--- src/rtl/apple_video_fetch.sv ---
`default_nettype none
// ============================================================================
// Module   : apple_video_fetch
// Purpose  : Fetches one Apple II scanline (20 x 32-bit words, i.e. 40 byte
//            pairs of main/aux memory) from shadow memory into a line buffer.
//            The start address is derived from the scanline number and the
//            display soft switches, using either text or hires interleaving.
// Revision : 1.0 - initial release
// ----------------------------------------------------------------------------
// Ports
//   clk_logic        in   1  single clock, rising edge
//   reset            in   1  asynchronous active-high reset
//   line_start_i     in   1  one-cycle request to fetch a scanline
//   line_i           in   8  scanline number 0..191
//   text_mode_i      in   1  soft switch TEXT
//   mixed_mode_i     in   1  soft switch MIXED
//   hires_mode_i     in   1  soft switch HIRES
//   page2_i          in   1  soft switch PAGE2
//   store80_i        in   1  soft switch 80STORE
//   video_address_o  out 16  shadow-memory read address (always even)
//   video_rd_o       out  1  read strobe
//   video_data_i     in  32  {aux1,main1,aux0,main0}, valid 1 cycle after rd
//   buf_addr_i       in   5  line-buffer read word 0..19
//   buf_data_o       out 32  line-buffer read data (combinational)
//   busy_o           out  1  fetch in progress
//   line_done_o      out  1  one-cycle pulse when the line is complete
//   overrun_o        out  1  sticky: a start arrived while busy
//   is_text_o        out  1  line mode of the readable buffer
// ----------------------------------------------------------------------------
// Build option
//   APPLE_VIDEO_FETCH_DOUBLE_BUFFER_EN : two banks; the fetch fills one while
//   buf_data_o reads the other, swapping when the line completes. Without it
//   a single bank is read while being written.
// ============================================================================
module apple_video_fetch (
    input  logic        clk_logic,
    input  logic        reset,
    input  logic        line_start_i,
    input  logic [7:0]  line_i,
    input  logic        text_mode_i,
    input  logic        mixed_mode_i,
    input  logic        hires_mode_i,
    input  logic        page2_i,
    input  logic        store80_i,
    output logic [15:0] video_address_o,
    output logic        video_rd_o,
    input  logic [31:0] video_data_i,
    input  logic [4:0]  buf_addr_i,
    output logic [31:0] buf_data_o,
    output logic        busy_o,
    output logic        line_done_o,
    output logic        overrun_o,
    output logic        is_text_o
);

    localparam logic [1:0] c_IDLE  = 2'd0;
    localparam logic [1:0] c_ISSUE = 2'd1;
    localparam logic [1:0] c_DRAIN = 2'd2;
    localparam logic [1:0] c_DONE  = 2'd3;

    localparam logic [4:0] c_LAST_WORD = 5'd19;

`ifdef APPLE_VIDEO_FETCH_DOUBLE_BUFFER_EN
    localparam int c_BUF_WORDS = 40;
    localparam int c_IDX_W     = 6;
`else
    localparam int c_BUF_WORDS = 20;
    localparam int c_IDX_W     = 5;
`endif

    logic [1:0]          r_state;
    logic [4:0]          r_count;
    logic [15:0]         r_addr;
    logic                r_rd;
    logic                r_busy;
    logic                r_done;
    logic                r_overrun;
    logic                r_is_text;
    logic                r_text_latched;
    logic                r_rd_d;
    logic [4:0]          r_idx_d;
    logic [31:0]         r_buf [0:c_BUF_WORDS-1];
`ifdef APPLE_VIDEO_FETCH_DOUBLE_BUFFER_EN
    logic                r_wbank;
`endif

    logic                w_line_ok;
    logic                w_page2;
    logic                w_text;
    logic [15:0]         w_text_base;
    logic [15:0]         w_hires_base;
    logic [c_IDX_W-1:0]  w_rd_index;
    logic [c_IDX_W-1:0]  w_wr_index;

    assign w_line_ok = (line_i < 8'd192);
    assign w_page2   = page2_i & ~store80_i;
    assign w_text    = text_mode_i | (mixed_mode_i & (line_i >= 8'd160)) | ~hires_mode_i;

    // Text rows: r = line/8, so r mod 8 = line[5:3] and r div 8 = line[7:6].
    assign w_text_base  = 16'h0400
                        + (16'(line_i[5:3]) << 7)
                        + 16'(line_i[7:6]) * 16'd40
                        + (w_page2 ? 16'h0400 : 16'h0000);
    assign w_hires_base = 16'h2000
                        + (16'(line_i[2:0]) << 10)
                        + (16'(line_i[5:3]) << 7)
                        + 16'(line_i[7:6]) * 16'd40
                        + (w_page2 ? 16'h2000 : 16'h0000);

`ifdef APPLE_VIDEO_FETCH_DOUBLE_BUFFER_EN
    assign w_rd_index = (r_wbank ? 6'd0 : 6'd20) + {1'b0, buf_addr_i};
    assign w_wr_index = (r_wbank ? 6'd20 : 6'd0) + {1'b0, r_idx_d};
`else
    assign w_rd_index = buf_addr_i;
    assign w_wr_index = r_idx_d;
`endif

    always_ff @(posedge clk_logic or posedge reset) begin
        if (reset) begin
            r_state        <= c_IDLE;
            r_count        <= 5'd0;
            r_addr         <= 16'h0000;
            r_rd           <= 1'b0;
            r_busy         <= 1'b0;
            r_done         <= 1'b0;
            r_overrun      <= 1'b0;
            r_is_text      <= 1'b0;
            r_text_latched <= 1'b0;
            r_rd_d         <= 1'b0;
            r_idx_d        <= 5'd0;
`ifdef APPLE_VIDEO_FETCH_DOUBLE_BUFFER_EN
            r_wbank        <= 1'b0;
`endif
        end else begin
            r_done  <= 1'b0;
            // Read data returns one cycle after the strobe, so the capture
            // slot trails the read slot by one cycle.
            r_rd_d  <= r_rd;
            r_idx_d <= r_count;

            if (line_start_i && w_line_ok && r_busy) begin
                r_overrun <= 1'b1;
            end

            case (r_state)
                c_IDLE: begin
                    if (line_start_i && w_line_ok) begin
                        r_state        <= c_ISSUE;
                        r_busy         <= 1'b1;
                        r_rd           <= 1'b1;
                        r_count        <= 5'd0;
                        r_addr         <= w_text ? w_text_base : w_hires_base;
                        r_text_latched <= w_text;
                    end
                end
                c_ISSUE: begin
                    if (r_count == c_LAST_WORD) begin
                        r_state <= c_DRAIN;
                        r_rd    <= 1'b0;
                    end else begin
                        r_count <= r_count + 5'd1;
                        r_addr  <= r_addr + 16'd2;
                    end
                end
                c_DRAIN: begin
                    // Last word lands on this edge, so the finished line is
                    // readable from the DONE cycle onward.
                    r_state   <= c_DONE;
                    r_done    <= 1'b1;
                    r_is_text <= r_text_latched;
`ifdef APPLE_VIDEO_FETCH_DOUBLE_BUFFER_EN
                    r_wbank   <= ~r_wbank;
`endif
                end
                c_DONE: begin
                    r_state <= c_IDLE;
                    r_busy  <= 1'b0;
                end
                default: begin
                    r_state <= c_IDLE;
                    r_busy  <= 1'b0;
                    r_rd    <= 1'b0;
                end
            endcase
        end
    end

    always_ff @(posedge clk_logic or posedge reset) begin
        if (reset) begin
            for (int i = 0; i < c_BUF_WORDS; i++) begin
                r_buf[i] <= 32'h0;
            end
        end else if (r_rd_d) begin
            r_buf[w_wr_index] <= video_data_i;
        end
    end

    always_comb begin
        buf_data_o = 32'h0;
        if (buf_addr_i <= c_LAST_WORD) begin
            buf_data_o = r_buf[w_rd_index];
        end
    end

    assign video_address_o = r_addr;
    assign video_rd_o      = r_rd;
    assign busy_o          = r_busy;
    assign line_done_o     = r_done;
    assign overrun_o       = r_overrun;
    assign is_text_o       = r_is_text;

endmodule
`default_nettype wire
--- config.mk ---
export PLATFORM = sky130hd
export DESIGN_NAME = apple_video_fetch
export DESIGN_NICKNAME = d
export VERILOG_FILES = /design/src/rtl/apple_video_fetch.sv
export SDC_FILE = /design/constraint.sdc
export NUM_CORES = 1
export LEC_CHECK = 0
export CAP_MARGIN = 40
export CELL_PAD_IN_SITES_DETAIL_PLACEMENT = 1
export CELL_PAD_IN_SITES_GLOBAL_PLACEMENT = 2
export CORE_MARGIN = 4
export CORE_UTILIZATION = 49
export DETAILED_ROUTE_END_ITERATION = 10
export PLACE_DENSITY = 0.88
export SYNTH_ARGS = -nofsm -noshare
export SYNTH_HDL_FRONTEND = slang
export SYNTH_SLANG_ARGS = --single-unit
--- constraint.sdc ---
create_clock -name clk_logic -period 41.8 [get_ports clk_logic]
set_input_delay 4.18 -clock clk_logic [delete_from_list [all_inputs] [get_ports clk_logic]]
set_output_delay 4.18 -clock clk_logic [all_outputs]
set_load 0.005 [all_outputs]
==> results.txt, run 1 <==
The setup check on the worst reg-to-reg path leaves a slack of between 30 and 40 ns. The synthesized instance count came out at 2088. The number of maximum-capacitance constraint violations came out at 0. Yosys mapped a number of flops with a built-in enable equal to 0. Timing would allow up to 0.0813 GHz. The worst register-to-register path ends at video_address_o[9]. The async set-reset flop share out of synthesis is between 90% and 100%. The filler cells instantiated in the layout total 5750. The total clock sinks came out at 674. By count the netlist is led by sky130_fd_sc_hd__dfrtp_1 (674), sky130_fd_sc_hd__mux2_2 (637), sky130_fd_sc_hd__mux4_2 (128), sky130_fd_sc_hd__clkbuf_1 (94), sky130_fd_sc_hd__buf_2 (83). The per-cell routed wire length came out at about 29 um.

Entering global routing, the biggest net connects about 100 pins. The mean instance size in the synthesized netlist came out at around 15 sq um. The placed wire-length estimate after detailed placement is 49100 um. The row count is about 90.

Summed over all cells, the static leakage comes to around 0.015 uW. The yosys synthesis warning count came out at 0. The worst hold slack after final layout is around 0.46 ns. The fraction of final layout cells with drive strength greater than 1 is ~45%. The count of buffers added by post-CTS timing repair for setup came out at 0.

The max-slew violation count came out at 0. The clock period minus final worst setup slack came out at between 10 and 15 ns. The placer's final routability congestion estimate came out at roughly 0.76. Among all flip-flop cells after synthesis, the most frequent one is sky130_fd_sc_hd__dfrtp_1. The initial antenna violation count came out at 3. The critical-path maximum fanout came out at 38. The hold violation count in the final report came out at 0. The classification of the worst setup path is primary input to output pin. Sequential cells burn 44.2% of the power. The share of total power dissipated in the clock network is 25.5%. In the global route stage, overall resource usage came out at roughly a quarter. The final setup TNS is 0 ns.

The routed wire length came out at 85600 um. The number of buffers inserted by hold repair at cts came out at 0. In this run the worst setup path begins at buf_addr_i[2]. The number of primary I/O pins came out at around 110. The clock passes through at most 3 buffers. In this run the tightest slew margin relative to its limit is 37.1%. The starting density of the core is about 50%. After the first detailed-routing iteration, the DRC count stood at 1152. In the final design database the tool counted ~2200 nets. The depth of the worst register-to-register path came out at 7.

Following the worst setup path forward leads to its endpoint at buf_data_o[21]. The sequential cell area is 16900 sq um. Sequential cells were found to cover between 50% and 60% of the synthesized design area. The critical path required time came out at about 38 ns. The net load switching power is 765 uW.

The chip width came out at 259 um. After synthesis, the cell types taking the most area are sky130_fd_sc_hd__dfrtp_1 (54%), sky130_fd_sc_hd__mux2_2 (23%), sky130_fd_sc_hd__mux4_2 (9.3%), sky130_fd_sc_hd__mux2i_1 (2.1%), sky130_fd_sc_hd__a22oi_1 (1.6%). The placeable core region is 62200 sq um. The number of input and output port buffers inserted is roughly 100. In this run the worst hold path is classified as flop to flop. The fraction of post-synthesis cell area in the top cell type by area came out at 54.5%. Counting every net in the synthesized netlist gives roughly 2100.

The root buffer cell chosen for the clock tree is sky130_fd_sc_hd__clkbuf_16. Setup repair after global routing left no endpoint under its margin. The worst clock skew on the final layout is 0.0250 ns. The via count of the first global-routing pass is between 20000 and 25000. The footprint of the multi-input gates came out at approximately 13000 sq um. The routed via count divided by cell count is roughly 6.2. Summed over all instances, the cell type with the most area after synthesis is sky130_fd_sc_hd__dfrtp_1. The final global-route overflow total came out at 0. The data arrival time at the worst-slack endpoint is approximately 8.1 ns.

The internal power component came out at roughly 1800 uW. The combined area of all synthesized cells is approximately 31000 sq um. STA classifies the critical path endpoint as an output pin.

The number of clock buffers added by TritonCTS is 72. The H-tree depth reported by CTS is 3. For this design the ratio of total power to cell area is a little over 70 nW/um^2. The area growth from synthesis to final layout came out at 13.8%. The clock-pin transition on the worst setup and hold timing paths came out at roughly 0.060 ns. In this run the remaining antenna-violating nets after routing total 0.

Post-CTS repair changed the size of 0 cells. The worst register-to-register path begins at r_state[1]. Dividing the final minimum period by the clock period gives 29.4%. The number of remaining DRC errors is 0.

The run finished with clean final reports. The routed via count came out at 18661. The first-pass GRT wire length came out at approximately 130000 um. The maximum vdd ir drop is ~0.054 mV. The die area came out at roughly 67000 sq um.

The cell count of the worst hold path came out at 1. The die is 259 um tall. TritonCTS built the clock tree. The total of endpoints with negative setup slack in the final report is 0. After synthesis the netlist holds a flip-flop and latch count of 674. The clock latency on the worst-skew pair came out at ~0.62 ns. The pre-antenna-repair detailed-routing pass consisted of 5 iterations.

In this run switching power makes up about 30% of total power. Among all cell types in the netlist, the one instantiated most often is sky130_fd_sc_hd__dfrtp_1. The worst-margin pin slew is 0.936 ns. The share of total power dissipated in combinational logic is a little over 30%. In this run, distinct cell masters in the synthesized netlist total between 60 and 70. STA classifies the critical path startpoint as a primary input.
## sequential cells by signal (all words and copies together), names as in the netlist
name             count
busy_o               1
is_text_o            1
line_done_o          1
overrun_o            1
r_buf              640
r_count              5
r_idx_d              5
r_rd_d               1
r_state              2
r_text_latched       1
video_address_o     15
video_rd_o           1
## power by group through the flow
| stage | Sequential (uW) | Combinational (uW) | Clock [uW] |
|---|---|---|---|
| CTS | 1130 | 782 | 664 |
| global route | 1160 | 833 | 693 |
| finish | 1130 | 775 | 651 |
| global placement | 1090 | 720 | 0 |
| floorplan | 1070 | 582 | 0 |
| detailed placement | 1130 | 768 | 0 |
## cells by family after synthesis
family                     Yosys count  share of synthesized area, %
other                                1                        0.0121
AOI/OAI and AO/OA                  192                          4.42
and+or+nand+nor                    160                          2.69
adders and majority gates            7                         0.283
buffers and inverters              216                          3.25
DFF                                674                          54.5
muxes                              838                          34.9
## worst max-delay path: stages
cell and delay, ns:
sky130_fd_sc_hd__buf_4 0.54, sky130_fd_sc_hd__buf_4 0.74, sky130_fd_sc_hd__nand3b_1 0.73, sky130_fd_sc_hd__buf_4 0.47, sky130_fd_sc_hd__o22ai_1 0.23, sky130_fd_sc_hd__a211oi_1 0.07, sky130_fd_sc_hd__a22oi_1 0.51, sky130_fd_sc_hd__clkdlybuf4s50_1 0.62
## stage by stage
step	setup WS, ns	instances	utilization [%]	power [uW]	instance area, sq um
CTS	29.56	2998	56.7	2570	35200
global placement	29.59	2854	52.1	1810	32400
detailed placement	29.61	2871	52.7	1900	32800
global route	29.39	3000	56.7	2690	35200
floorplan	18.73	2088	-	1650	31000
finish	29.51	3000	56.7	2560	35200
## per-layer routing
layer,share of wire [%],global-route usage [%],wire (um)
met5,0.013,0,11
met4,3.3,8.77,2860
met3,4.1,4.85,3500
met2,51,44.5,43700
met1,41,32.7,35500
## cell usage in the layout, fill, tap and decap left out, drive strengths merged, types with 11 or more instances in the layout
cell | Yosys | layout
o22ai | 35 | 35
mux2i | 66 | 66
a21oi | 15 | 15
nor2 | 14 | 14
a22oi | 64 | 64
a211oi | 34 | 34
inv | 9 | 11
mux4 | 128 | 128
clkdlybuf4s50 | 0 | 100
nand2 | 66 | 66
buf | 112 | 52
nand3 | 11 | 11
dfrtp | 674 | 674
clkbuf | 94 | 97
nor3 | 13 | 13
clkinv | 1 | 20
mux2 | 644 | 644
## cell type report
class                   instances  share of cell area, %
repair buffers                152                   4.71
flip-flops and latches        674                   47.9
multi-input cells            1198                   37.4
well taps                     837                   2.97
clock buffers                  97                   5.92
inverters                      10                  0.128
clock inverters                30                  0.970
diodes                          2                 0.0142
## worst min-delay path by stage
| stage | startpoint | to |
|---|---|---|
| after CTS | overrun_o | overrun_o |
| after global placement | r_count[4] | r_idx_d[4] |
| after global routing | overrun_o | overrun_o |
| after floorplan | r_count[4] | r_idx_d[4] |
| after detailed placement | overrun_o | overrun_o |
| final | overrun_o | overrun_o |
(Power assumes the default switching activity.)
==> inputs of run 2 (changes only) <==
--- a/config.mk
+++ b/config.mk
@@ -9,9 +9,9 @@
 export CELL_PAD_IN_SITES_DETAIL_PLACEMENT = 1
 export CELL_PAD_IN_SITES_GLOBAL_PLACEMENT = 2
 export CORE_MARGIN = 4
-export CORE_UTILIZATION = 49
+export CORE_UTILIZATION = 41
 export DETAILED_ROUTE_END_ITERATION = 10
-export PLACE_DENSITY = 0.88
+export PLACE_DENSITY = 0.79
 export SYNTH_ARGS = -nofsm -noshare
 export SYNTH_HDL_FRONTEND = slang
 export SYNTH_SLANG_ARGS = --single-unit
==> constraint.sdc (replaced) <==
create_clock -name clk_logic -period 10.23 [get_ports clk_logic]
set_input_delay 1.023 -clock clk_logic [delete_from_list [all_inputs] [get_ports clk_logic]]
set_output_delay 1.023 -clock clk_logic [all_outputs]
set_load 0.005 [all_outputs]
==> results.txt, run 2 (synthesized netlist as in run 1, its figures left out) <==
The initial antenna violation count came to 5 (was 3). The hold path endpoint is r_idx_d[4] (was overrun_o). The cell count of the worst hold path came to 0 (was 1). The fraction of final layout cells with drive strength greater than 1 came out at 44.7% (was 44.8%). The leakage power was 0.0149 uW (about the same). The starting density of the core is 41.4% (was 49.8%). The placed wire-length estimate after detailed placement came out at 48600 um (was 49100 um). The register containing the most flip-flops in the final layout was r_buf (unchanged). The register-to-register path setup slack came out at 7.38 ns (was 39.02 ns). The maximum vdd ir drop came out at 0.150 mV (was 0.0538 mV). The H-tree depth reported by CTS came out at 3 (unchanged). The origin of the critical flop-to-flop path was r_state[1] (unchanged).

The class of the tightest hold or removal check is flop to flop (unchanged). The final clock period utilization by the worst path is roughly half. The critical path's slowest cell was sky130_fd_sc_hd__buf_4 (unchanged). The die area came to 80000 sq um (was 67300 sq um).

The data arrival time at the worst-slack endpoint came out at 4.21 ns (was 8.11 ns). The number of flip-flops under the largest register name came out at 640 (unchanged). The CTS tree was built (unchanged). The routed wire length is 83500 um (was 85600 um). The critical path's top delay family was buffers and inverters (unchanged). The total clock sinks is 674 (unchanged).

Outcome: finished, final reports clean (unchanged). The post-cts sizing count is 0 (unchanged). Unrepaired setup endpoints after global routing: false (unchanged). The kind of end point of the critical path is an output pin (unchanged). The critical-path maximum fanout came out at 69 (was 38).

The placer's final routability congestion estimate is 0.739 (was 0.762). The critical path required time came to 9.21 ns (was 37.62 ns). The hold violation count in the final report came out at 0 (unchanged). The largest stage delay on the critical path came out at 0.75 ns (was 0.74 ns). The depth of the worst register-to-register path is 7 (unchanged). The most common library cell in the layout ignoring fill and taps is sky130_fd_sc_hd__dfrtp_1 (unchanged). The area after detailed placement is 33000 sq um (was 32800 sq um). The number of buffer and inverter instances along the worst setup path came out at 3 (was 4). The number of input and output port buffers inserted came out at 104 (unchanged).

The total of endpoints with negative setup slack in the final report came out at 0 (unchanged). The post-layout instance area was 35500 sq um (was 35200 sq um). The antenna violation net count after detailed routing came out at 0 (unchanged).

The number of buffers created by CTS was 77 (was 72). The worst hold slack after final layout was 0.452 ns (was 0.458 ns). The final design utilization is 47.6% (was 56.7%). The worst-margin pin slew is 0.866 ns (was 0.936 ns). The final global-route overflow total is 0 (unchanged). The cell area power density came out at 294 nW/um^2 (was 72.6 nW/um^2). The number of buffers inserted by hold repair at cts is 0 (unchanged).

The number of remaining DRC errors was 0 (unchanged). The remaining max-slew budget at the tightest pin came out at 42.2% (was 37.1%). The vertical die dimension came out at 283 um (was 259 um). The row count is 100 (was 91).

The largest net degree at the start of global routing is 72 (was 102). The number of maximum-capacitance constraint violations came out at 0 (unchanged). The placeable core region is 74700 sq um (was 62200 sq um).

The per-cell routed wire length came out at 26.5 um (was 28.5 um). The via count of the first global-routing pass came to 20802 (was 21406). The worst clock skew on the final layout came out at 0.0160 ns (was 0.0250 ns). The number of primary I/O pins is 106 (unchanged). The maximum buffer depth of the clock tree is 3 (unchanged). Ordered list of cells on the worst path: buf_8 -> buf_4 -> mux4_2 -> a211oi_1 -> a22oi_1 -> clkdlybuf4s50_1 (was buf_4 -> buf_4 -> nand3b_1 -> buf_4 -> o22ai_1 -> a211oi_1 -> a22oi_1 -> clkdlybuf4s50_1).

The timing-limited maximum frequency is between 0.15 and 0.2 GHz. The critical hold path startpoint is r_count[4] (was overrun_o). The routed via count is 18476 (was 18661).

The capture point of the worst reg-to-reg path is video_address_o[9] (unchanged). The chip width is 283 um (was 259 um). The clock-pin transition on the worst setup and hold timing paths is 0.06 ns (about the same). The clock latency on the worst-skew pair came out at 0.63 ns (was 0.62 ns). The combined global-route utilization of all metal layers was 21.2% (was 25.7%). The category of the worst setup path launch point is a primary input (unchanged). The max-slew violation count was 0 (unchanged). Leading cell types in the layout, fill and taps excluded: sky130_fd_sc_hd__dfrtp_1 (674), sky130_fd_sc_hd__mux2_2 (637), sky130_fd_sc_hd__mux4_2 (128) (unchanged). The area growth from synthesis to final layout came out at 14.8% (was 13.8%). The number of detailed-route iterations in the first pass is 5 (unchanged). The count of buffers added by post-CTS timing repair for setup is 0 (unchanged). The number of DRC markers in iteration 0 was 1236 (was 1152). The first-pass GRT wire length is 129000 um (was 132000 um).

The routed via count divided by cell count is 5.87 (was 6.22). The CTS root buffer is sky130_fd_sc_hd__clkbuf_16 (unchanged). The number of nets in the layout is 2178 (was 2168). The classification of the worst setup path is primary input to output pin (unchanged). Counting I/O delays and the setup requirement, the final critical path takes between 5 and 6 ns.
==> run 2: area by class of cell <==
cell class / count / area, sq um
antenna: 1 / 2.50
clock buffer: 113 / 2250
clock inverter: 24 / 294
fill: 7134 / 39100
inverter: 10 / 41.3
multi-input combinational: 1198 / 13200
sequential: 674 / 16900
tap: 969 / 1210
timing repair buffer: 157 / 1710
==> run 2: per-layer routing <==
layer / GRT usage, % / wire length (um) / up-vias
met2: 36.2 / 41800 / 293
met1: 28.4 / 37000 / 10202
met4: 5.79 / 1930 / 4
li1: - / - / 7864
met5: 0 / 27 / -
met3: 3.36 / 2730 / 113
==> run 2: worst max-delay path by stage <==
stage,start,end,slack (ns),cells after the start
5_1_grt,buf_addr_i[0],buf_data_o[25],4.85,6
3_5_place_dp,buf_addr_i[0],buf_data_o[22],5.03,6
2_1_floorplan,reset,busy_o,-0.01,1
6_report,buf_addr_i[0],buf_data_o[22],4.99,6
4_1_cts,buf_addr_i[0],buf_data_o[22],4.96,6
3_3_place_gp,buf_addr_i[0],buf_data_o[9],4.80,6
==> run 2: power by group <==
group          switching (uW)  total (uW)  leakage (uW)  internal (uW)
Sequential                677        4590       0.00811           3910
Combinational            1250        3090       0.00556           1850
Clock                    1130        2770       0.00124           1640
Total                    3050       10400        0.0149           7400
==> run 2: metrics by stage <==
stage          std cells  TNS (ns)  power, uW  worst slack [ns]
2_1_floorplan       2088     -7.62       6760           -0.0113
3_3_place_gp        2993         0       7410              4.80
3_5_place_dp        3008         0       7730              5.03
4_1_cts             3145         0      10500              4.96
5_1_grt             3146         0      11000              4.85
6_report            3146         0      10400              4.99
==> run 2: worst register-to-register path, stage by stage, from the launching register on <==
cell and delay, ns:
sky130_fd_sc_hd__dfrtp_1 0.40, sky130_fd_sc_hd__inv_1 0.13, sky130_fd_sc_hd__ha_1 0.48, sky130_fd_sc_hd__buf_8 0.22
sky130_fd_sc_hd__clkinv_1 0.44, sky130_fd_sc_hd__nor2_2 0.61, sky130_fd_sc_hd__o31ai_1 0.17, sky130_fd_sc_hd__a221oi_1 0.30
==> inputs of run 3 (changes only) <==
--- a/config.mk
+++ b/config.mk
@@ -9,9 +9,9 @@
 export CELL_PAD_IN_SITES_DETAIL_PLACEMENT = 1
 export CELL_PAD_IN_SITES_GLOBAL_PLACEMENT = 2
 export CORE_MARGIN = 4
-export CORE_UTILIZATION = 41
+export CORE_UTILIZATION = 45
 export DETAILED_ROUTE_END_ITERATION = 10
-export PLACE_DENSITY = 0.79
+export PLACE_DENSITY = 0.82
 export SYNTH_ARGS = -nofsm -noshare
 export SYNTH_HDL_FRONTEND = slang
 export SYNTH_SLANG_ARGS = --single-unit
==> constraint.sdc (replaced) <==
create_clock -name clk_logic -period 5.2 [get_ports clk_logic]
set_input_delay 0.52 -clock clk_logic [delete_from_list [all_inputs] [get_ports clk_logic]]
set_output_delay 0.52 -clock clk_logic [all_outputs]
set_load 0.005 [all_outputs]
==> results.txt, run 3 (synthesized netlist as in run 1, its figures left out) <==
The number of nets in the layout came out at 2171 (was 2178). The kind of end point of the critical path is an output pin (unchanged). The final global-route overflow total is 0 (unchanged).

The placer's final routability congestion estimate came to 0.781 (was 0.739). The critical path's slowest cell is sky130_fd_sc_hd__or3b_1 (was sky130_fd_sc_hd__buf_4). The initial antenna violation count came to 3 (was 5).

The number of remaining DRC errors is 0 (unchanged). The worst clock skew on the final layout is 0.0172 ns (was 0.0160 ns). The via count of the first global-routing pass came out at 20697 (was 20802). The maximum vdd ir drop is 0.337 mV (was 0.150 mV). The row count is 95 (was 100). The placeable core region came to 67600 sq um (was 74700 sq um). The classification of the worst setup path is primary input to output pin (unchanged). The clock latency on the worst-skew pair came out at 0.61 ns (was 0.63 ns). The most numerous cell type found on the critical path is sky130_fd_sc_hd__clkdlybuf4s50_1. Unrepaired setup endpoints after global routing: false (unchanged). Of the available clock period, the critical path in the final layout requires around 76%. The data arrival time at the worst-slack endpoint came to 3.41 ns (was 4.21 ns). The fraction of final layout cells with drive strength greater than 1 is 44.4% (was 44.7%). The max-slew violation count is 0 (unchanged). The final design utilization is 52.2% (was 47.6%). Outcome: finished, final reports clean (unchanged). The routed via count divided by cell count came out at 6.06 (was 5.87). The post-cts sizing count is 0 (unchanged).

The per-cell routed wire length came out at 27.5 um (was 26.5 um). The CTS tree is built (unchanged). The count of buffers added by post-CTS timing repair for setup was 0 (unchanged). The placed wire-length estimate after detailed placement was 49500 um (was 48600 um). The number of detailed-route iterations in the first pass was 4 (was 5). The class of the tightest hold or removal check is primary input to asynchronous set/reset pin (was flop to flop). The largest net degree at the start of global routing is 141 (was 72).

The worst-margin pin slew came out at 0.943 ns (was 0.866 ns). The timing-limited maximum frequency came out at about 0.25 GHz. The H-tree depth reported by CTS came out at 3 (unchanged). The register containing the most flip-flops in the final layout was r_buf (unchanged). The combined global-route utilization of all metal layers came out at 22.9% (was 21.2%).

The post-layout instance area came to 35300 sq um (was 35500 sq um). The total of endpoints with negative setup slack in the final report came out at 0 (unchanged). The total placed cells including tap cells is 2909 (was 3008). The critical path's top delay family is buffers and inverters (unchanged). The remaining max-slew budget at the tightest pin is 37.1% (was 42.2%).

The die area is 73100 sq um (was 80000 sq um). The routed via count is 18454 (was 18476). The number of input and output port buffers inserted is 104 (unchanged).

The cell area power density is 580 nW/um^2 (was 294 nW/um^2). The total clock sinks is 674 (unchanged). The maximum buffer depth of the clock tree is 3 (unchanged). The count of placed standard cells in the final layout, fillers left out is 3043 (was 3146). The number of buffers created by CTS is 73 (was 77).

The clock-pin transition on the worst setup and hold timing paths was 0.06 ns (about the same). The number of maximum-capacitance constraint violations came out at 0 (unchanged). The number of buffer and inverter instances along the worst setup path came out at 3 (unchanged). The most common library cell in the layout ignoring fill and taps was sky130_fd_sc_hd__dfrtp_1 (unchanged). The area after detailed placement is 32800 sq um (was 33000 sq um). The leakage power is 0.0149 uW (about the same). The number of flip-flops under the largest register name is 640 (unchanged). The CTS root buffer is sky130_fd_sc_hd__clkbuf_16 (unchanged). The starting density of the core was 45.8% (was 41.4%). The critical path required time is 4.68 ns (was 9.21 ns). The number of DRC markers in iteration 0 is 1057 (was 1236). The number of primary I/O pins is 106 (unchanged).

The hold violation count in the final report came to 0 (unchanged). Ordered list of cells on the worst path: clkdlybuf4s50_1 -> or3b_1 -> buf_16 -> o22ai_1 -> a211oi_1 -> a22oi_1 -> clkdlybuf4s50_1 (was buf_8 -> buf_4 -> mux4_2 -> a211oi_1 -> a22oi_1 -> clkdlybuf4s50_1). The routed wire length is 83600 um (was 83500 um). The critical-path maximum fanout is 11 (was 69). The category of the worst setup path launch point is a primary input (unchanged). The first-pass GRT wire length is 129000 um (about the same). The number of buffers inserted by hold repair at cts is 0 (unchanged). The largest stage delay on the critical path came out at 0.66 ns (was 0.75 ns).

The clock period minus final worst setup slack came out at just under 4 ns. The chip width was 270 um (was 283 um). The area growth from synthesis to final layout came out at 14.1% (was 14.8%). The antenna violation net count after detailed routing is 0 (unchanged).

Leading cell types in the layout, fill and taps excluded: sky130_fd_sc_hd__dfrtp_1 (674), sky130_fd_sc_hd__mux2_2 (637), sky130_fd_sc_hd__mux4_2 (128) (unchanged). The vertical die dimension came out at 270 um (was 283 um).
## run 3: cell count changes in the layout (fill, tap and decap cells not counted), sizes merged
| cell | change |
|---|---|
| buf | -3 |
| bufinv | +1 |
| diode | +1 |
| clkinv | -4 |
| clkbuf | +3 |
| inv | -2 |
| clkinvlp | -3 |
## run 3: final cells by class
class	count	area, sq um
Tap cell	873	1090
Multi-Input combinational cell	1198	13200
Timing Repair Buffer	154	1660
Sequential cell	674	16900
Antenna cell	2	5.00
Clock buffer	116	2260
Clock inverter	16	219
Fill cell	6341	32300
Inverter	10	41.3
## run 3: per-stage QoR
| step | power [uW] | worst slack (ns) | setup TNS (ns) | hold slack [ns] |
|---|---|---|---|---|
| final | 20500 | 1.27 | 0 | 0.217 |
| after global routing | 21600 | 1.20 | 0 | 0.200 |
| after CTS | 20700 | 1.28 | 0 | 0.192 |
| after detailed placement | 15200 | 1.32 | 0 | 0.448 |
| after global placement | 14600 | 1.00 | 0 | 0.442 |
| after floorplan | 13300 | -4.54 | -3058.82 | 0.395 |
## run 3: worst reg2reg max path: cells and delay by family, from the launching register on
kind                   cells  cell delay (ns)
multiplexers               1             0.36
buffers and inverters      1             0.52
AND/OR/NAND/NOR            2             1.38
flip-flops                 1             0.42
## run 3: metal layers
metal	global-route usage (%)	vias to the layer above	routed length, um
met5	0	-	0
met4	5.76	0	1850
met3	4.18	119	3260
met2	39.3	333	42100
met1	30.3	10171	36300
li1	-	7831	-
## run 3: path summary, 6_finish.rpt
path                          startpoint        endpoint  slack (ns)  cells past startpoint
max                        buf_addr_i[3]  buf_data_o[26]        1.27                      7
min                                reset      r_buf[554]        0.22                      2
max reg2reg                   r_idx_d[3]       r_buf[10]        2.42                      4
min reg2reg                    overrun_o       overrun_o        0.46                      1
max in group asynchronous          reset      r_buf[501]        3.65                      4
min in group clk_logic         overrun_o       overrun_o        0.46                      1
## run 3: where the power goes
group	switching (uW)	internal [uW]
Clock	2130	3230
Sequential	1330	7700
Combinational	2490	3630
